### config.mk
export PLATFORM = sky130hd
export DESIGN_NAME = mem_wb_stage_flat
export DESIGN_NICKNAME = d
export VERILOG_FILES = /design/src/rtl/mem_wb_if.sv /design/src/rtl/mem_wb_stage.sv /design/src/flat_wrapper.sv
export SDC_FILE = /design/constraint.sdc
export NUM_CORES = 1
export LEC_CHECK = 0
export ABC_AREA = 1
export ABC_CLOCK_PERIOD_IN_PS = 2400
export BUFFER_PORTS_ARGS = -buffer_cell sky130_fd_sc_hd__buf_2
export CAP_MARGIN = 20
export CORE_ASPECT_RATIO = 0.8
export CORE_MARGIN = 3
export CORE_UTILIZATION = 35
export DETAILED_ROUTE_END_ITERATION = 12
export GPL_TIMING_DRIVEN = 0
export SYNTH_ARGS = -nofsm -noshare
export SYNTH_HDL_FRONTEND = slang
export SYNTH_SLANG_ARGS = --single-unit
### constraint.sdc
create_clock -name clk -period 2.4 [get_ports clk]
set_input_delay 0.48 -clock clk [delete_from_list [all_inputs] [get_ports clk]]
set_output_delay 0.48 -clock clk [all_outputs]
set_load 0.02 [all_outputs]
### src/rtl/mem_wb_if.sv
// mem_wb_if: M-stage entry inputs and W-stage register-file write/status outputs.
interface mem_wb_if #(parameter int CNT_W = 32);
    logic             en;
    logic             flush;
    logic             m_valid;
    logic [31:0]      m_pc;
    logic             m_we;
    logic [4:0]       m_rd;
    logic [1:0]       m_wsel;
    logic [2:0]       m_ld_type;
    logic [1:0]       m_addr_lo;
    logic [31:0]      m_alu;
    logic [31:0]      m_dm;
    logic             w_we;
    logic [4:0]       w_a3;
    logic [31:0]      w_wd;
    logic [31:0]      w_pc;
    logic             w_valid;
    logic             align_err;
    logic [CNT_W-1:0] retire_cnt;

    modport master (
        output en, flush, m_valid, m_pc, m_we, m_rd, m_wsel, m_ld_type, m_addr_lo, m_alu, m_dm,
        input  w_we, w_a3, w_wd, w_pc, w_valid, align_err, retire_cnt
    );
    modport slave (
        input  en, flush, m_valid, m_pc, m_we, m_rd, m_wsel, m_ld_type, m_addr_lo, m_alu, m_dm,
        output w_we, w_a3, w_wd, w_pc, w_valid, align_err, retire_cnt
    );
endinterface

### src/rtl/mem_wb_stage.sv
// mem_wb_stage: MEM/WB pipeline register with load extension, misalign detection and retire counting.
module mem_wb_stage #(
    parameter int CNT_W = 32
) (
    input logic     clk,
    input logic     clr_n,
    mem_wb_if.slave bus
);
    logic             valid_q, valid_d, we_q, we_d, fresh_q, fresh_d, align_err_q, align_err_d;
    logic [31:0]      pc_q, pc_d, alu_q, alu_d, dm_q, dm_d;
    logic [4:0]       rd_q, rd_d;
    logic [1:0]       wsel_q, wsel_d, addr_lo_q, addr_lo_d;
    logic [2:0]       ld_type_q, ld_type_d;
    logic [CNT_W-1:0] retire_cnt_q, retire_cnt_d;
    logic             retire, misalign, is_lw, is_half;
    logic [7:0]       byte_v;
    logic [15:0]      half_v;
    logic [31:0]      load_v;

    always_comb begin
        fresh_d      = bus.en & ~bus.flush;
        valid_d      = bus.flush ? 1'b0  : bus.en ? bus.m_valid   : valid_q;
        pc_d         = bus.flush ? '0    : bus.en ? bus.m_pc      : pc_q;
        we_d         = bus.flush ? 1'b0  : bus.en ? bus.m_we      : we_q;
        rd_d         = bus.flush ? '0    : bus.en ? bus.m_rd      : rd_q;
        wsel_d       = bus.flush ? '0    : bus.en ? bus.m_wsel    : wsel_q;
        ld_type_d    = bus.flush ? '0    : bus.en ? bus.m_ld_type : ld_type_q;
        addr_lo_d    = bus.flush ? '0    : bus.en ? bus.m_addr_lo : addr_lo_q;
        alu_d        = bus.flush ? '0    : bus.en ? bus.m_alu     : alu_q;
        dm_d         = bus.flush ? '0    : bus.en ? bus.m_dm      : dm_q;
        // Encodings 101-111 fall back to word loads.
        is_lw        = ld_type_q == 3'b000 || ld_type_q > 3'b100;
        is_half      = ld_type_q == 3'b011 || ld_type_q == 3'b100;
        misalign     = wsel_q == 2'b01 &&
                       ((is_lw && addr_lo_q != 2'b00) || (is_half && addr_lo_q[0]));
        retire       = valid_q & fresh_q;
        byte_v       = addr_lo_q[1] ? (addr_lo_q[0] ? dm_q[31:24] : dm_q[23:16])
                                    : (addr_lo_q[0] ? dm_q[15:8]  : dm_q[7:0]);
        half_v       = addr_lo_q[1] ? dm_q[31:16] : dm_q[15:0];
        load_v       = ld_type_q == 3'b001 ? {24'b0, byte_v} :
                       ld_type_q == 3'b010 ? {{24{byte_v[7]}}, byte_v} :
                       ld_type_q == 3'b011 ? {16'b0, half_v} :
                       ld_type_q == 3'b100 ? {{16{half_v[15]}}, half_v} : dm_q;
        align_err_d  = align_err_q | (retire & misalign);
        retire_cnt_d = retire_cnt_q + CNT_W'(retire);
    end

    assign bus.w_we       = retire & we_q & (rd_q != 5'd0) & ~misalign & (wsel_q != 2'b11);
    assign bus.w_a3       = rd_q;
    assign bus.w_pc       = pc_q;
    assign bus.w_valid    = valid_q;
    assign bus.align_err  = align_err_q;
    assign bus.retire_cnt = retire_cnt_q;
    assign bus.w_wd       = wsel_q == 2'b00 ? alu_q :
                            wsel_q == 2'b01 ? load_v :
                            wsel_q == 2'b10 ? pc_q + 32'd8 : '0;

    always_ff @(posedge clk or negedge clr_n) begin
        if (!clr_n) begin
            valid_q      <= 1'b0;
            pc_q         <= '0;
            we_q         <= 1'b0;
            rd_q         <= '0;
            wsel_q       <= '0;
            ld_type_q    <= '0;
            addr_lo_q    <= '0;
            alu_q        <= '0;
            dm_q         <= '0;
            fresh_q      <= 1'b0;
            align_err_q  <= 1'b0;
            retire_cnt_q <= '0;
        end else begin
            valid_q      <= valid_d;
            pc_q         <= pc_d;
            we_q         <= we_d;
            rd_q         <= rd_d;
            wsel_q       <= wsel_d;
            ld_type_q    <= ld_type_d;
            addr_lo_q    <= addr_lo_d;
            alu_q        <= alu_d;
            dm_q         <= dm_d;
            fresh_q      <= fresh_d;
            align_err_q  <= align_err_d;
            retire_cnt_q <= retire_cnt_d;
        end
    end
endmodule

### src/flat_wrapper.sv
// flat-port wrapper written by rule: the top's interface ports become plain ports
module mem_wb_stage_flat 
#(
    parameter int CNT_W = 32
)
  (clk, clr_n, bus_en, bus_flush, bus_m_valid, bus_m_pc, bus_m_we, bus_m_rd, bus_m_wsel, bus_m_ld_type, bus_m_addr_lo, bus_m_alu, bus_m_dm, bus_w_we, bus_w_a3, bus_w_wd, bus_w_pc, bus_w_valid, bus_align_err, bus_retire_cnt);
  mem_wb_if #(.CNT_W(CNT_W)) bus_i ();
  input logic clk;
  input logic clr_n;
  input wire logic [$bits(bus_i.en)-1:0] bus_en;
  input wire logic [$bits(bus_i.flush)-1:0] bus_flush;
  input wire logic [$bits(bus_i.m_valid)-1:0] bus_m_valid;
  input wire logic [$bits(bus_i.m_pc)-1:0] bus_m_pc;
  input wire logic [$bits(bus_i.m_we)-1:0] bus_m_we;
  input wire logic [$bits(bus_i.m_rd)-1:0] bus_m_rd;
  input wire logic [$bits(bus_i.m_wsel)-1:0] bus_m_wsel;
  input wire logic [$bits(bus_i.m_ld_type)-1:0] bus_m_ld_type;
  input wire logic [$bits(bus_i.m_addr_lo)-1:0] bus_m_addr_lo;
  input wire logic [$bits(bus_i.m_alu)-1:0] bus_m_alu;
  input wire logic [$bits(bus_i.m_dm)-1:0] bus_m_dm;
  output wire logic [$bits(bus_i.w_we)-1:0] bus_w_we;
  output wire logic [$bits(bus_i.w_a3)-1:0] bus_w_a3;
  output wire logic [$bits(bus_i.w_wd)-1:0] bus_w_wd;
  output wire logic [$bits(bus_i.w_pc)-1:0] bus_w_pc;
  output wire logic [$bits(bus_i.w_valid)-1:0] bus_w_valid;
  output wire logic [$bits(bus_i.align_err)-1:0] bus_align_err;
  output wire logic [$bits(bus_i.retire_cnt)-1:0] bus_retire_cnt;
  assign bus_i.en = bus_en;
  assign bus_i.flush = bus_flush;
  assign bus_i.m_valid = bus_m_valid;
  assign bus_i.m_pc = bus_m_pc;
  assign bus_i.m_we = bus_m_we;
  assign bus_i.m_rd = bus_m_rd;
  assign bus_i.m_wsel = bus_m_wsel;
  assign bus_i.m_ld_type = bus_m_ld_type;
  assign bus_i.m_addr_lo = bus_m_addr_lo;
  assign bus_i.m_alu = bus_m_alu;
  assign bus_i.m_dm = bus_m_dm;
  assign bus_w_we = bus_i.w_we;
  assign bus_w_a3 = bus_i.w_a3;
  assign bus_w_wd = bus_i.w_wd;
  assign bus_w_pc = bus_i.w_pc;
  assign bus_w_valid = bus_i.w_valid;
  assign bus_align_err = bus_i.align_err;
  assign bus_retire_cnt = bus_i.retire_cnt;
  mem_wb_stage #(.CNT_W(CNT_W)) u_core (.clk(clk), .clr_n(clr_n), .bus(bus_i));
endmodule
# --- Word level (Yosys, flattened, before mapping) ---
# Cells that the tools add are included.
totals:
  register_bits: 144
  input_bits: 114
  out_inout_bits: 104
  word_cells: 72
op_classes:
  addsub: 2
  order_cmp: 1
  n_eq_ne: 7
  mux: 29
  bitwise: 10
  n_reduce_logical: 11
op_table:
  columns: ["cell", "count"]
  rows:
  - ["$mux 32", 13]
  - ["$add 32x1->32", 1]
  - ["$add 32x4->32 const B", 1]
  - ["$mux 8", 3]
  - ["$mux 16", 1]
  - ["$mux 5", 2]
  - ["$mux 2", 4]
  - ["$and 1x1->1", 7]
  - ["$eq 3x2->1 const B", 2]
  - ["$mux 3", 2]
  - ["$reduce_bool 5->1", 1]
  - ["$mux 1", 4]
  - ["$reduce_bool 2->1", 2]
  - ["$eq 3x1->1 const B", 1]
  - ["$eq 3x3->1 const B", 1]
  - ["$gt 3x3->1 const B", 1]
  - ["$logic_and 1x1->1", 3]
  - ["$logic_not 3->1", 1]
  - ["$logic_or 1x1->1", 3]
  - ["$eq 2x1->1 const B", 1]
  - ["$eq 2x2->1 const B", 1]
  - ["$logic_not 2->1", 1]
  - ["$ne 2x2->1 const B", 1]
  - ["$not 1->1", 2]
  - ["$or 1x1->1", 1]

# --- Logic depth before layout (Yosys ltp) ---
logic_depth:
  ltp_word: 8
  depth_mapped: 11
  depth_no_buf: 10

# --- Least setup slack after synthesis ---
# OpenSTA, ideal clock, no wires.
synth_timing:
  path_kind: "flip-flop to output port"
  from: "reg u_core.ld_type_q[1]"
  to: "out bus_w_we"
  t_arrival_ns: 1.611
  t_required_ns: 1.920
  setup_slack_ns: 0.309
  path_stages_with_launch: 9
  n_path_buf: 2
  cell_sequence: "dfrtp_1 -> nor2_1 -> ha_1 -> buf_2 -> inv_1 -> nand2_2 -> buf_6 -> or2_1 -> a21oi_1"
synth_via:
  elab_chain_len: 8
  word_cells_on_any_way: 13
  classes_between: "order compare: 1; eq/ne: 2; bitwise: 3; reduce/logical: 7"
synth_lines:
  columns: ["item", "line_no", "text"]
  rows:
  - ["start: declaration", "mem_wb_stage.sv:13", "logic [2:0] ld_type_q, ld_type_d;"]
  - ["start signal: assignment", "mem_wb_stage.sv:78", "ld_type_q <= ld_type_d;"]
  - ["$gt 3x3->1, or another cell as far along", "mem_wb_stage.sv:32", "is_lw = ld_type_q == 3'b000 || ld_type_q > 3'b100;"]
  - ["$logic_or 1x1->1 (on tied branches)", "mem_wb_stage.sv:32, mem_wb_stage.sv:33", null]
  - ["$logic_and 1x1->1", "mem_wb_stage.sv:35", "((is_lw && addr_lo_q != 2'b00) || (is_half && addr_lo_q[0]));"]
  - ["$logic_or 1x1->1 *", "mem_wb_stage.sv:35", null]
  - ["$logic_and 1x1->1 *", "mem_wb_stage.sv:34", "misalign = wsel_q == 2'b01 &&"]
  - ["$not 1->1 *", "mem_wb_stage.sv:48", "assign bus.w_we = retire & we_q & (rd_q != 5'd0) & ~misalign & (wsel_q != 2'b11);"]
  - ["$and 1x1->1 * (2 in series)", "mem_wb_stage.sv:48", null]
  - ["end: declaration", "flat_wrapper.sv:21", "output wire logic [$bits(bus_i.w_we)-1:0] bus_w_we;"]
# Every way passes the cells marked *; elsewhere a longest branch is shown, timed or not.

# --- Worst setup path in the final report ---
layout_timing:
  from: "reg u_core.ld_type_q[0]"
  to: "out bus_w_wd[11]"
layout_via:
  elab_chain_len: 7
  word_cells_on_any_way: 10
  classes_between: "eq/ne: 4; mux: 6"
layout_lines:
  columns: ["item", "line_no", "text"]
  rows:
  - ["$eq 3x3->1", "mem_wb_stage.sv:43", "ld_type_q == 3'b100 ? {{16{half_v[15]}}, half_v} : dm_q;"]
  - ["$mux 32", "mem_wb_stage.sv:43", null]
  - ["$mux 32", "mem_wb_stage.sv:42", "ld_type_q == 3'b011 ? {16'b0, half_v} :"]
  - ["$mux 32", "mem_wb_stage.sv:41", "ld_type_q == 3'b010 ? {{24{byte_v[7]}}, byte_v} :"]
  - ["$mux 32 *", "mem_wb_stage.sv:40", "load_v = ld_type_q == 3'b001 ? {24'b0, byte_v} :"]
  - ["$mux 32 *", "mem_wb_stage.sv:55", "wsel_q == 2'b01 ? load_v :"]
  - ["$mux 32 *", "mem_wb_stage.sv:54", "assign bus.w_wd = wsel_q == 2'b00 ? alu_q :"]
  - ["end: declaration", "flat_wrapper.sv:23", "output wire logic [$bits(bus_i.w_wd)-1:0] bus_w_wd;"]
# Marks and branches as above.

==> flow_summary.json <==
{
  "status": "complete, but fails checks",
  "violations": "negative setup slack",
  "nFillCells": 2410,
  "via_per_inst": 4.96,
  "period_minus_slack_ps": 2600,
  "yosys.area.top_type": "dfrtp_1",
  "synth_edf_count": 0,
  "final_common_cell": "nand2_1",
  "diodes": 0,
  "io_buffers": 217,
  "cp.arrival_ps": 2120,
  "hold_viol": 0,
  "track_usage_pct": 24.7,
  "skew_ps": 10.5,
  "p_sw_uw": 2100,
  "grt_most_used_layer": "met1",
  "syn_area_per_cell_um2": 7.15,
  "grt_overflow_total": 0,
  "worst_slew_pin_slew_ps": 673,
  "hpwl_um": 24100,
  "p_leak_uw": 0.00538,
  "rsz0062_at_grt": "true",
  "netlist_instances": 1153,
  "grt_pass1_vias": 8263,
  "fin_ws_ps": -199,
  "drtAntennaViolNets": 0,
  "antenna_found_initial": 1,
  "ys.flop_type": "dfrtp_1",
  "io_pins": 218,
  "nets": 1529,
  "grt_pass1_wl_um": 47500,
  "ys_types": 38,
  "drtIter0Drc": 842,
  "grt_use_met2_pct": 35.5,
  "setup_viol_count_final": 32,
  "drc": 0,
  "dieArea_um2": 25400,
  "clock-sinks": 144,
  "rows": 49,
  "fin_crit_sh_pct": 108,
  "fin_tns_setup_ps": -3480,
  "final-instance-count-excl-fill": 1730,
  "required_ps": 1920,
  "ir_drop_v": 0.000438,
  "synth_top_cell_area_share_pct": 43.7,
  "clk_pin_slew_ps": 70,
  "layout_common_cells": "nand2_1 (307), buf_2 (192), inv_1 (143)",
  "cp-end-kind": "primary output",
  "synth_nets": 1271,
  "hold_class": "input pin to asynchronous set/reset pin",
  "dp_cells": 1677,
  "path_class": "register to primary output",
  "final_util_pct": 49.1,
  "gp_congestion": 0.969,
  "clk_latency_ps": 430,
  "clock_path_buffers": 2,
  "syn-cell-area_um2": 8250,
  "start_util_pct": 36.2,
  "seq_power_share_pct": 40.9,
  "use_met1_pct": 37.1,
  "switching_share_pct": 31.9,
  "grt.met3_usage_pct": 5.69,
  "cts_hold_buffers": 0,
  "slew_viol_final": 0,
  "cpPeakStageDelay_ps": 410,
  "layout-area-overhead-vs-synth_pct": 35.8,
  "drv_cap": 0,
  "cp_max_fo": 6,
  "cellPowerDensity_nw_per_um2": 588,
  "core_area_um2": 22800,
  "fmaxAchievable_mhz": 385,
  "cpMaxStageDelayCell": "dfrtp_1",
  "p_clk_share_pct": 40.8,
  "wire_per_inst_um": 18.2,
  "synth_seq_cells": 144,
  "numCtsBuffers": 17,
  "vias": 8583,
  "grt_max_degree": 80,
  "firstDrtPassIters": 6,
  "internal_power_uw": 4480,
  "combinationalPowerShare_pct": 18.3,
  "fin_total_pwr_uw": 6580,
  "async_reset_ff_share_pct": 100,
  "die_w_um": 178,
  "cts_tree": "built",
  "die_h_um": 143,
  "yosysWarnings": 0,
  "cp_cell_sequence": "nor2_2, ha_4, inv_4, nand2_4, nand2_4, buf_6, nand2_2, nand2_2, o21ai_4, nand3_2, buf_6",
  "final_layout_size_suffix_gt1_share_pct": 30.7,
  "critPathLaunchType": "register",
  "drt_wl_total_um": 31500,
  "htree_levels": 4,
  "root_buffer": "clkbuf_16",
  "max_slew_margin_pct": 55.1,
  "yosysSeqAreaShare_pct": 43.7,
  "synthTopCellsByArea": "dfrtp_1 (44%), nand2_1 (15%), o21ai_0 (9.4%)"
}
state kept, by name, summed over array words and instances (netlist names), 2 cells and up:
signal / count
u_core.addr_lo_q: 2
u_core.alu_q: 32
u_core.bus.retire_cnt: 32
u_core.bus.w_a3: 5
u_core.bus.w_pc: 32
u_core.dm_q: 32
u_core.ld_type_q: 3
u_core.wsel_q: 2
area by class of cell:
| type | count | area (µm²) | area share [%] |
|---|---|---|---|
| Clock inverter | 14 | 148 | 1.32 |
| Clock buffer | 18 | 429 | 3.83 |
| Inverter | 153 | 589 | 5.26 |
| Timing Repair Buffer | 240 | 1520 | 13.6 |
| Sequential cell | 144 | 3610 | 32.3 |
| Multi-Input combinational cell | 812 | 4270 | 38.1 |
| Tap cell | 306 | 383 | 3.42 |
| Buffer | 43 | 250 | 2.23 |
power by group through the flow:
stage	sequential, µW	combinational (µW)	clock (µW)
floorplan	2770	499	0
global placement	2730	1000	0
detailed placement	2730	1010	0
CTS	2680	1160	2720
global route	2710	1320	2830
finish	2690	1210	2690
per-layer routing:
| layer | part of all wire (%) | vias to the layer above |
|---|---|---|
| met2 | 43 | 306 |
| met1 | 48 | 4038 |
| met4 | 2.0 | 0 |
| met5 | 0 | - |
| li1 | - | 4194 |
| met3 | 7.1 | 45 |
kinds of logic (layout without fill, tap and decap cells):
logic type | Yosys count | after routing | synth area share [%]
compound gates | 204 | 204 | 12.7
buf+inv | 197 | 468 | 9.98
xor+xnor | 25 | 25 | 2.66
simple gates | 579 | 579 | 30.4
fa+ha+maj | 4 | 4 | 0.607
flops | 144 | 144 | 43.7
stage by stage:
step	hold WS (ps)	cell area (µm²)	setup WS, ps
after floorplan	184	8250	309
after global placement	451	9710	-1380
after detailed placement	451	9750	-159
after CTS	72.8	10900	-232
after global routing	94.7	11200	-253
final	49.0	11200	-199
worst max-delay path: cells and delay by family (launching register included):
family	cells	cell delay, ps
adder cells (fa/ha/maj)	1	210
AND/OR/NAND/NOR	6	560
flip-flops	1	410
buffers and inverters	3	340
AO/OA/AOI/OAI	1	170
synthesized netlist by cell type, types with 7 or more instances:
library cell  count
a21oi_1          33
buf_2            11
clkbuf_1         22
dfrtp_1         144
inv_1           145
nand2_1         325
nand2_2          13
nand3_1          89
nand3_2           9
nor2_1          102
nor2_2            7
nor3_1           17
o21ai_0         155
o21ai_1           7
xnor2_1           8
xor2_1           17
what timing repair did:
item | in CTS | in global routing
hold endpoints to repair | 0 | 0
setup buffers | 16 | 2
endpoints found under the setup margin | 33 | 33
gates resized for setup | 147 | 67
pin swaps | 43 | 31
gates cloned | 3 | 1
path summary, 6_finish.rpt:
check                           depth (start not counted)  slack (ps)                         to            startpoint
worst max-delay path                                   11        -200               bus_w_wd[11]   u_core.ld_type_q[0]
worst min-delay path                                    1          50            u_core.dm_q[11]                 clr_n
worst min register to register                          1         470       u_core.bus.align_err  u_core.bus.align_err
max in group asynchronous                               2        1490         u_core.bus.w_pc[8]                 clr_n
min in group clk                                        3         240           u_core.alu_q[26]         bus_m_alu[26]
worst max register to register                         10         270  u_core.bus.retire_cnt[30]    u_core.bus.w_valid
(Power assumes the default switching activity.)
